**src/rtl/lpf_axis_pkg.sv**
```systemverilog
// Shared defaults, FSM states and lane widening helper for the filter-output AXI4-Stream framer.
// Pure declarations; no timing or flow-control behaviour lives here.
package lpf_axis_pkg;

  localparam int NSAMP_DEF    = 8;
  localparam int IN_BITS_DEF  = 12;
  localparam int OUT_BITS_DEF = 16;

  typedef enum logic {
    ST_IDLE = 1'b0,
    ST_RUN  = 1'b1
  } state_e;

  // Widens the low in_bits of sample to 32 bits; the caller truncates to its lane width.
  function automatic logic [31:0] lane_extend(input logic [31:0] sample,
                                              input int          in_bits,
                                              input logic        sign_ext);
    logic [31:0] r;
    logic        msb;
    msb = sign_ext & sample[5'(in_bits - 1)];
    for (int b = 0; b < 32; b++) begin
      r[b] = (b < in_bits) ? sample[b] : msb;
    end
    return r;
  endfunction

endpackage

```
**src/rtl/axis_beat_fifo.sv**
```systemverilog
// Synchronous beat FIFO, write-to-valid latency 1 cycle, full-rate push+pop.
// Backpressure: wr_rdy_o reflects fullness after this cycle's pop; rd_vld_o never depends on rd_rdy_i.
module axis_beat_fifo #(
  parameter int WIDTH = 129,
  parameter int DEPTH = 4
) (
  input  logic             clk_i,
  input  logic             rst_ni,
  input  logic             wr_vld_i,
  input  logic [WIDTH-1:0] wr_dat_i,
  output logic             wr_rdy_o,
  output logic             rd_vld_o,
  output logic [WIDTH-1:0] rd_dat_o,
  input  logic             rd_rdy_i
);

  localparam int            AW       = (DEPTH > 1) ? $clog2(DEPTH) : 1;
  localparam logic [AW:0]   CNT_FULL = (AW + 1)'(DEPTH);

  logic [WIDTH-1:0] mem_q [DEPTH];
  logic [AW-1:0]    wr_ptr_q, rd_ptr_q;
  logic [AW:0]      cnt_q, cnt_d;
  logic             push, pop;

  assign rd_vld_o = (cnt_q != '0);
  assign rd_dat_o = mem_q[rd_ptr_q];
  assign pop      = rd_vld_o && rd_rdy_i;
  // A slot freed by this cycle's pop can be refilled in the same cycle.
  assign wr_rdy_o = (cnt_q != CNT_FULL) || pop;
  assign push     = wr_vld_i && wr_rdy_o;
  assign cnt_d    = cnt_q + (AW + 1)'(push) - (AW + 1)'(pop);

  always_ff @(posedge clk_i or negedge rst_ni) begin
    if (!rst_ni) begin
      wr_ptr_q <= '0;
      rd_ptr_q <= '0;
      cnt_q    <= '0;
      for (int i = 0; i < DEPTH; i++) begin
        mem_q[i] <= '0;
      end
    end else begin
      if (push) begin
        mem_q[wr_ptr_q] <= wr_dat_i;
        wr_ptr_q        <= wr_ptr_q + 1'b1;
      end
      if (pop) begin
        rd_ptr_q <= rd_ptr_q + 1'b1;
      end
      cnt_q <= cnt_d;
    end
  end

endmodule

```
**src/rtl/lpf_axis_framer.sv**
```systemverilog
// Repacks filter beats to 16-bit lanes and frames them onto AXI4-Stream; 1 cycle input-to-tvalid.
// Never stalls upstream: beats arriving with the FIFO full are dropped and counted.
module lpf_axis_framer
  import lpf_axis_pkg::*;
#(
  parameter int NSAMP      = NSAMP_DEF,
  parameter int IN_BITS    = IN_BITS_DEF,
  parameter int OUT_BITS   = OUT_BITS_DEF,
  parameter int FRAME_LEN  = 64,
  parameter int FIFO_DEPTH = 4,
  parameter int SIGN_EXT   = 1
) (
  input  logic                      clk_i,
  input  logic                      rst_ni,
  input  logic [NSAMP*IN_BITS-1:0]  in_i,
  input  logic                      in_valid_i,
  input  logic                      start_i,
  input  logic                      continuous_i,
  input  logic                      clear_i,
  output logic [NSAMP*OUT_BITS-1:0] m_axis_tdata,
  output logic                      m_axis_tvalid,
  input  logic                      m_axis_tready,
  output logic                      m_axis_tlast,
  output logic                      busy_o,
  output logic                      overflow_o,
  output logic [15:0]               drop_count_o,
  output logic [15:0]               frame_count_o
);

  localparam int            OUT_W     = NSAMP * OUT_BITS;
  localparam int            CW        = (FRAME_LEN > 1) ? $clog2(FRAME_LEN) : 1;
  localparam logic [CW-1:0] LAST_BEAT = CW'(FRAME_LEN - 1);

  logic [OUT_W-1:0] lanes_w;
  state_e           state_q, state_d;
  logic [CW-1:0]    beat_cnt_q, beat_cnt_d;
  logic             overflow_q, overflow_d;
  logic [15:0]      drop_count_q, drop_count_d;
  logic [15:0]      frame_count_q, frame_count_d;
  logic             fifo_wr_vld, fifo_wr_rdy, fifo_rd_vld;
  logic [OUT_W:0]   fifo_rd_dat;
  logic             accept, drop, tlast_hs;

  for (genvar k = 0; k < NSAMP; k++) begin : g_lane
    logic [OUT_BITS-1:0] ext_w;
    assign ext_w = OUT_BITS'(lane_extend(32'(in_i[IN_BITS*k +: IN_BITS]), IN_BITS, SIGN_EXT != 0));
    assign lanes_w[OUT_BITS*k +: OUT_BITS] = ext_w;
  end

  assign fifo_wr_vld = (state_q == ST_RUN) && in_valid_i;
  assign accept      = fifo_wr_vld && fifo_wr_rdy;
  assign drop        = fifo_wr_vld && !fifo_wr_rdy;
  assign tlast_hs    = fifo_rd_vld && m_axis_tready && fifo_rd_dat[OUT_W];

  always_comb begin
    state_d    = state_q;
    beat_cnt_d = beat_cnt_q;
    case (state_q)
      ST_IDLE: begin
        if (start_i) begin
          state_d    = ST_RUN;
          beat_cnt_d = '0;
        end
      end
      ST_RUN: begin
        // Only accepted beats advance the count, so frames stay exactly FRAME_LEN long.
        if (accept) begin
          if (beat_cnt_q == LAST_BEAT) begin
            beat_cnt_d = '0;
            if (!continuous_i) begin
              state_d = ST_IDLE;
            end
          end else begin
            beat_cnt_d = beat_cnt_q + 1'b1;
          end
        end
      end
      default: state_d = ST_IDLE;
    endcase
  end

  always_comb begin
    overflow_d    = overflow_q;
    drop_count_d  = drop_count_q;
    frame_count_d = frame_count_q;
    if (clear_i) begin
      overflow_d   = 1'b0;
      drop_count_d = '0;
    end else if (drop) begin
      overflow_d = 1'b1;
      if (drop_count_q != 16'hFFFF) begin
        drop_count_d = drop_count_q + 16'd1;
      end
    end
    if (tlast_hs) begin
      frame_count_d = frame_count_q + 16'd1;
    end
  end

  always_ff @(posedge clk_i or negedge rst_ni) begin
    if (!rst_ni) begin
      state_q       <= ST_IDLE;
      beat_cnt_q    <= '0;
      overflow_q    <= 1'b0;
      drop_count_q  <= '0;
      frame_count_q <= '0;
    end else begin
      state_q       <= state_d;
      beat_cnt_q    <= beat_cnt_d;
      overflow_q    <= overflow_d;
      drop_count_q  <= drop_count_d;
      frame_count_q <= frame_count_d;
    end
  end

  axis_beat_fifo #(
    .WIDTH (OUT_W + 1),
    .DEPTH (FIFO_DEPTH)
  ) u_fifo (
    .clk_i    (clk_i),
    .rst_ni   (rst_ni),
    .wr_vld_i (fifo_wr_vld),
    .wr_dat_i ({(beat_cnt_q == LAST_BEAT), lanes_w}),
    .wr_rdy_o (fifo_wr_rdy),
    .rd_vld_o (fifo_rd_vld),
    .rd_dat_o (fifo_rd_dat),
    .rd_rdy_i (m_axis_tready)
  );

  assign m_axis_tvalid = fifo_rd_vld;
  assign m_axis_tdata  = fifo_rd_dat[OUT_W-1:0];
  assign m_axis_tlast  = fifo_rd_dat[OUT_W];
  assign busy_o        = (state_q == ST_RUN);
  assign overflow_o    = overflow_q;
  assign drop_count_o  = drop_count_q;
  assign frame_count_o = frame_count_q;

endmodule

```
**config.mk**
```make
export PLATFORM = sky130hd
export DESIGN_NAME = lpf_axis_framer
export DESIGN_NICKNAME = d
export VERILOG_FILES = /design/src/rtl/lpf_axis_pkg.sv /design/src/rtl/axis_beat_fifo.sv /design/src/rtl/lpf_axis_framer.sv
export SDC_FILE = /design/constraint.sdc
export NUM_CORES = 1
export LEC_CHECK = 0
export CORE_AREA = 10 10 268 270
export CTS_CLUSTER_SIZE = 14
export DETAILED_ROUTE_END_ITERATION = 16
export DIE_AREA = 0 0 278 280
export SETUP_SLACK_MARGIN = 0.5
export SLEW_MARGIN = 0
export SYNTH_ARGS = -nofsm -noshare
export SYNTH_HDL_FRONTEND = slang
export SYNTH_HIERARCHICAL = 1
export SYNTH_SLANG_ARGS = --single-unit
```
**constraint.sdc**
```tcl
create_clock -name clk_i -period 5.3 [get_ports clk_i]
set_input_delay 0.53 -clock clk_i [delete_from_list [all_inputs] [get_ports clk_i]]
set_output_delay 0.53 -clock clk_i [all_outputs]
set_load 0.05 [all_outputs]
```
==> results of run 1 <==
## path summary, 6_finish.rpt
check / endpoint / slack (ns) / start / depth (start not counted)
hold reg to reg: frame_count_o[15] / 0.47 / frame_count_o[15] / 1
hold / removal: u_fifo/mem_q[413] / 0.04 / rst_ni / 1
max in group asynchronous: u_fifo/mem_q[252] / 3.94 / rst_ni / 2
setup reg to reg: drop_count_o[15] / 2.18 / u_fifo/cnt_q[1] / 5
min in group clk_i: frame_count_o[15] / 0.47 / frame_count_o[15] / 1
setup / recovery: m_axis_tdata[62] / 1.35 / u_fifo/rd_ptr_q[0] / 3
## where the power goes
group / total [mW] / leakage, nW / switching, mW / internal [mW]
clock: 4.81 / 1.15 / 1.84 / 2.97
sequential: 7.69 / 6.74 / 1.30 / 6.38
combinational: 13.1 / 5.82 / 6.61 / 6.50
total: 25.6 / 13.7 / 9.75 / 15.9
## stage by stage
step | setup slack, ns | cell area [µm²] | hold slack, ns | total power, mW | util
2_1_floorplan | 2.54 | 26400 | 0.234 | 17.3 | -
3_3_place_gp | 1.67 | 29700 | 0.463 | 20.8 | 0.447
3_5_place_dp | 1.66 | 29700 | 0.470 | 21.0 | 0.447
4_1_cts | 1.21 | 32100 | 0.0664 | 26.0 | 0.482
5_1_grt | 1.12 | 32100 | 0.0995 | 26.9 | 0.482
6_report | 1.35 | 32100 | 0.0391 | 25.6 | 0.482
## layer usage
metal | vias up | routed length [µm] | GRT usage | part of all wire
met2 | 263 | 29800 | 0.260 | 0.49
li1 | 6062 | - | - | -
met4 | 6 | 1100 | 0.0432 | 0.018
met1 | 7518 | 27000 | 0.203 | 0.44
met3 | 82 | 3310 | 0.0412 | 0.054
met5 | - | 41 | 0 | 0.00067
## flip-flops by register name, indices dropped and copies added, names as in the netlist
| signal | flops |
|---|---|
| u_fifo/mem_q | 516 |
| drop_count_o | 16 |
| frame_count_o | 16 |
| beat_cnt_q | 6 |
| u_fifo/cnt_q | 3 |
| u_fifo/rd_ptr_q | 2 |
| u_fifo/wr_ptr_q | 2 |
| busy_o | 1 |
| overflow_o | 1 |
## layout make-up
class / count / area (µm²)
fillers: 5552 / 34500
well taps: 873 / 1090
inverters: 12 / 45.0
diodes: 1 / 2.50
flip-flops and latches: 563 / 14100
clock buffers: 91 / 1950
multi-input cells: 814 / 11500
clock inverters: 26 / 374
repair buffers: 292 / 3000
## kinds of logic after synthesis
kind of cell / Yosys count / synth area share
AND/OR/NAND/NOR: 89 / 0.0199
XOR/XNOR: 20 / 0.00664
multiplexers: 649 / 0.393
adder cells (fa/ha/maj): 10 / 0.00502
AO/OA/AOI/OAI: 46 / 0.0110
buffers and inverters: 106 / 0.0308
flip-flops: 563 / 0.534
## critical path: stages, from the launching register on
cell	delay, ns
dfrtp_4	1.01
buf_4	0.51
mux4_2	0.56
clkdlybuf4s50_1	0.74
## synthesized netlist by cell type, types with 9 or more instances
| master | instances | area [µm²] |
|---|---|---|
| inv_1 | 12 | 45.0 |
| mux4_2 | 129 | 2910 |
| nand3_1 | 14 | 70.1 |
| or4_1 | 9 | 67.6 |
| xnor2_1 | 16 | 140 |
| o31ai_1 | 10 | 75.1 |
| a21oi_1 | 19 | 95.1 |
| mux2_4 | 430 | 6460 |
| and3_1 | 9 | 56.3 |
| dfrtp_1 | 563 | 14100 |
| buf_2 | 19 | 95.1 |
| nand2_1 | 21 | 78.8 |
| clkbuf_1 | 14 | 52.6 |
| buf_1 | 9 | 33.8 |
| ha_1 | 9 | 113 |
| buf_6 | 52 | 586 |
| mux2_2 | 87 | 980 |
==> Flow_metrics.wiki, run 1 <==
{| class="wikitable"
! Metric !! Value
|-
| First-pass GRT wire length || 97900 µm
|-
| Number of antenna violations at the first check in global routing || 4
|-
| Remaining design rule violation count || 0
|-
| Portion of the post-synthesis area used by sequential elements || 0.534
|-
| Initial DRT Pass Iterations || 4
|-
| Drt first-iter violations || roughly 650
|-
| Unique cell type count in the Yosys netlist || 47
|-
| CTS hold repair buffers || 0
|-
| Sum of net half-perimeters after detailed placement || 37100 µm
|-
| Post-Route WL || about 61000 µm
|-
| YS warnings || 6
|-
| Clock sinks || ~560
|-
| Placed Cells incl. Taps || 2554
|-
| Inserted Clock Buffers || 66
|-
| Max-cap violation count || 0
|-
| # Post-CTS Setup Buffers || 0
|-
| Net count of the mapped netlist || 1596
|-
| Total of cells resized after clock tree synthesis || 0
|-
| Count of placed standard cells in the final layout, fillers left out || 2672
|-
| Clock tree from TritonCTS || done
|-
| Maximum VDD drop || 0.671 mV
|-
| Final min period || 3.95 ns
|-
| CP startpoint kind || flop
|-
| Seq cells post-synth || ~560
|-
| Clock latency reported for the late side of the worst-skew pair || 0.59 ns
|-
| Hold violation total from the final report || 0
|-
| Final net count || 1862
|-
| Slew HR || 0.261
|-
| Via count || 13900
|-
| Gate Count Post-Synth || approximately 1500
|-
| Vias/cell || 5.21
|-
| Clk_skew || 0.0208 ns
|-
| Avg Synthesized Cell Area || 17.8 µm²
|-
| Wirelength per Cell || 22.9 µm
|-
| Final antenna-violating net count || 0
|-
| Die H || 280 µm
|-
| Maximum number of pins on one net before global-route repair || 130
|-
| Port Buf Inserts || 266
|-
| Initial core utilization || 0.397
|-
| Fraction of layout cells with a size suffix above 1 || 0.440
|-
| Clock buffer depth || 3
|-
| Endpoint class of the critical path || primary output
|-
| Setup repair after global routing missed its margin || false
|-
| Critical-path maximum fanout || 38
|-
| Area of the die || 77800 µm²
|-
| Commonest cells after routing, fill and taps aside || dfrtp_1 (561), mux2_4 (430), clkdlybuf4s50_1 (265)
|-
| Vias in the first global route || 15900
|-
| RD Place Congestion || ~0.76
|-
| Kind of path behind the tightest hold check || in2async
|-
| Number of enable-type register cells in the synthesized netlist || 0
|-
| Growth of design area from synthesis to finish || 21.4%
|-
| Horizontal die dimension || about 280 µm
|-
| Total setup violations reported at the end of the flow || 0
|-
| Prevailing post-synth register cell || dfrtp_1
|-
| Ports placed on the boundary || 267
|-
| Portion of the clock cycle consumed by the worst path in the final layout || 0.745
|-
| Leak || 13.7 nW
|-
| Post-synthesis instance area || roughly 26000 µm²
|-
| Final Max Tran Viols || 0
|-
| WS Path Type || reg2out
|-
| Endpoint required time on the critical path || approximately 4.8 ns
|-
| Cell at the root of the clock tree || clkbuf_16
|-
| Global Route Usage Sum || 0.158
|-
| Arrival time at the worst endpoint || 3.42 ns
|-
| Total negative setup slack || 0 ns
|-
| Total number of placement rows || 95
|-
| H-tree Lvls || 3
|-
| Cell area power density || 799 nW/µm²
|-
| Global route total overflow || 0
|-
| Maximum clock frequency || approximately 250 MHz
|-
| Tightest Pin Transition || between 1 and 1.5 ns
|-
| Most frequent standard cell in the layout excluding fill and tap cells || dfrtp_1
|-
| Post-CTS clock slew at the launch and capture registers of the worst setup and hold paths || 0.06 ns
|-
| FFs w/ async S/R, synth || 1.00
|-
| Status || complete, no violations
|-
| Core region area || 66600 µm²
|}
Power figures use the tool's default switching activity.
==> inputs of run 2 (changes only) <==
clock period = 3.7 ns   (was 5.3 ns; I/O delays follow)
==> Flow_metrics.wiki, run 2 (synthesized netlist as in run 1, its figures left out) <==
{| class="wikitable"
! Metric !! Value
|-
| Status || complete, no violations
|-
| Wirelength per Cell || 23.0 µm (+0.41%)
|-
| Port Buf Inserts || 266 (unchanged)
|-
| Setup repair after global routing missed its margin || true
|-
| Clock sinks || 563 (unchanged)
|-
| Global Route Usage Sum || 0.159 (+0.000946)
|-
| Cell area power density || 1120 nW/µm² (+40%)
|-
| Slew HR || 0.390 (+0.129)
|-
| Final net count || 1870 (+0.43%)
|-
| Cell at the root of the clock tree || clkbuf_16
|-
| Maximum clock frequency || 322 MHz
|-
| Maximum VDD drop || 0.513 mV (-24%)
|-
| FF-to-FF Start || u_fifo/cnt_q[1]
|-
| Max-cap violation count || 0 (unchanged)
|-
| CP startpoint kind || flop
|-
| Growth of design area from synthesis to finish || 21.7%
|-
| Count of placed standard cells in the final layout, fillers left out || 2683 (+0.41%)
|-
| Die H || 280 µm (unchanged)
|-
| Arrival time at the worst endpoint || 2.74 ns (-0.68 ns)
|-
| H-tree Lvls || 3 (unchanged)
|-
| Endpoint required time on the critical path || 3.33 ns (-1.44 ns)
|-
| Endpoint class of the critical path || primary output
|-
| Total negative setup slack || 0 ns (unchanged)
|-
| Clock share of power || 0.182 (-0.006)
|-
| Maximum number of pins on one net before global-route repair || 97 (-25%)
|-
| Post-Route WL || 61800 µm (+0.82%)
|-
| Clock latency reported for the late side of the worst-skew pair || 0.59 ns (about the same)
|-
| Horizontal die dimension || 278 µm (unchanged)
|-
| Fraction of layout cells with a size suffix above 1 || 0.437 (-0.00323)
|-
| Inserted Clock Buffers || 67 (+1.5%)
|-
| Portion of the clock cycle consumed by the worst path in the final layout || 0.840
|-
| RD Place Congestion || 0.737 (-3.6%)
|-
| Clk_skew || 0.0283 ns (+0.00746 ns)
|-
| Via count || 14000 (+0.16%)
|-
| Switching part of the total power || 0.388 (+0.00750)
|-
| Post-CTS clock slew at the launch and capture registers of the worst setup and hold paths || 0.06 ns (about the same)
|-
| Clock tree from TritonCTS || done
|-
| Most frequent standard cell in the layout excluding fill and tap cells || dfrtp_1
|-
| Leak || 14.2 nW (+3.3%)
|-
| Total net switching power || 13.9 mW (+43%)
|-
| Global route total overflow || 0 (unchanged)
|-
| WS Path Type || reg2out
|-
| Total setup violations reported at the end of the flow || 0 (unchanged)
|-
| Count of cells along the worst register-to-register path || 5 (unchanged)
|-
| Gate power share || 0.516 (+0.004)
|-
| Commonest cells after routing, fill and taps aside || dfrtp_1 (561), mux2_4 (430), clkdlybuf4s50_1 (166)
|-
| Core region area || 66600 µm² (unchanged)
|-
| Vias in the first global route || 15800 (-0.81%)
|-
| First-pass GRT wire length || 97800 µm (-0.12%)
|-
| Final Max Tran Viols || 0 (unchanged)
|-
| Final antenna-violating net count || 0 (unchanged)
|-
| Drt first-iter violations || 724 (+11%)
|-
| Hold violation total from the final report || 0 (unchanged)
|-
| Number of flip-flops in the largest register || 516 (unchanged)
|-
| Tightest Pin Transition || 0.915 ns (-0.185 ns)
|-
| Critical-path maximum fanout || 48 (+26%)
|-
| Initial DRT Pass Iterations || 4 (unchanged)
|-
| Remaining design rule violation count || 0 (unchanged)
|-
| Initial core utilization || 0.397 (unchanged)
|-
| Register bank with the most flops || u_fifo/mem_q
|-
| Final min period || 3.11 ns
|-
| Total number of placement rows || 95 (unchanged)
|-
| Area of the die || 77800 µm² (unchanged)
|-
| Clock buffer depth || 3 (unchanged)
|-
| Kind of path behind the tightest hold check || in2async
|-
| Power Internal || 22.0 mW (+38%)
|-
| Number of antenna violations at the first check in global routing || 1 (-3)
|-
| Overall Power || 35.9 mW (+40%)
|-
| Vias/cell || 5.20 (-0.25%)
|-
| Sum of net half-perimeters after detailed placement || 36600 µm (-1.5%)
|-
| Worst-case register-to-register setup slack || 1.01 ns (-1.17 ns)
|-
| Worst flop-to-flop path endpoint || drop_count_o[15]
|-
| Ports placed on the boundary || 267 (unchanged)
|-
| Reg power frac || 0.301 (about the same)
|-
| Placed Cells incl. Taps || 2559 (+0.20%)
|}
run 2: power by group through the flow:
stage | clock (mW) | sequential (mW) | combinational [mW]
final | 6.54 | 10.8 | 18.5
after global routing | 7.02 | 11.2 | 19.5
after CTS | 6.75 | 10.8 | 18.9
after detailed placement | 0 | 10.9 | 19.3
after global placement | 0 | 10.7 | 19.1
after floorplan | 0 | 10.2 | 14.6
run 2: critical path, stage by stage (launching register included):
cell	delay [ns]
dfrtp_4	0.49
buf_16	0.37
mux4_2	0.55
clkdlybuf4s50_1	0.71
run 2: timing repair:
action,4_1_cts,5_1_grt
hold buffers,1,0
endpoints found under the setup margin,102,38
cloned,0,0
gates resized for setup,63,38
hold endpoints to repair,85,0
setup buffers,1,0
run 2: worst max-delay path by stage:
| stage | startpoint | to | depth (start not counted) |
|---|---|---|---|
| 6_report | u_fifo/rd_ptr_q[0] | m_axis_tdata[41] | 3 |
| 5_1_grt | u_fifo/rd_ptr_q[0] | m_axis_tdata[41] | 3 |
| 4_1_cts | u_fifo/rd_ptr_q[0] | m_axis_tdata[56] | 3 |
| 3_5_place_dp | m_axis_tready | drop_count_o[15] | 6 |
| 3_3_place_gp | m_axis_tready | drop_count_o[15] | 6 |
| 2_1_floorplan | u_fifo/cnt_q[1] | drop_count_o[15] | 7 |
run 2: layout make-up:
type                            instances  area (µm²)
Antenna cell                            1        2.50
Clock buffer                           98        1940
Clock inverter                         23         256
Fill cell                            5625       34400
Inverter                               12        45.0
Multi-Input combinational cell        814       11500
Sequential cell                       563       14100
Tap cell                              873        1090
Timing Repair Buffer                  299        3210
run 2: metal layers:
layer,vias up,share of wire,global-route usage
met5,-,0.00011,0
met1,7543,0.45,0.212
met3,85,0.048,0.0415
met4,2,0.020,0.0380
li1,6073,-,-
met2,250,0.48,0.255
run 2: through the flow:
step           cell area [µm²]  utilization  setup slack [ns]  hold WS (ns)
6_report                 32100        0.483             0.593         0.435
5_1_grt                  32100        0.483             0.449         0.453
4_1_cts                  32000        0.481             0.404         0.429
3_5_place_dp             29900        0.449             0.570         0.475
3_3_place_gp             29900        0.449             0.647         0.466
2_1_floorplan            26400            -              1.07        0.0744
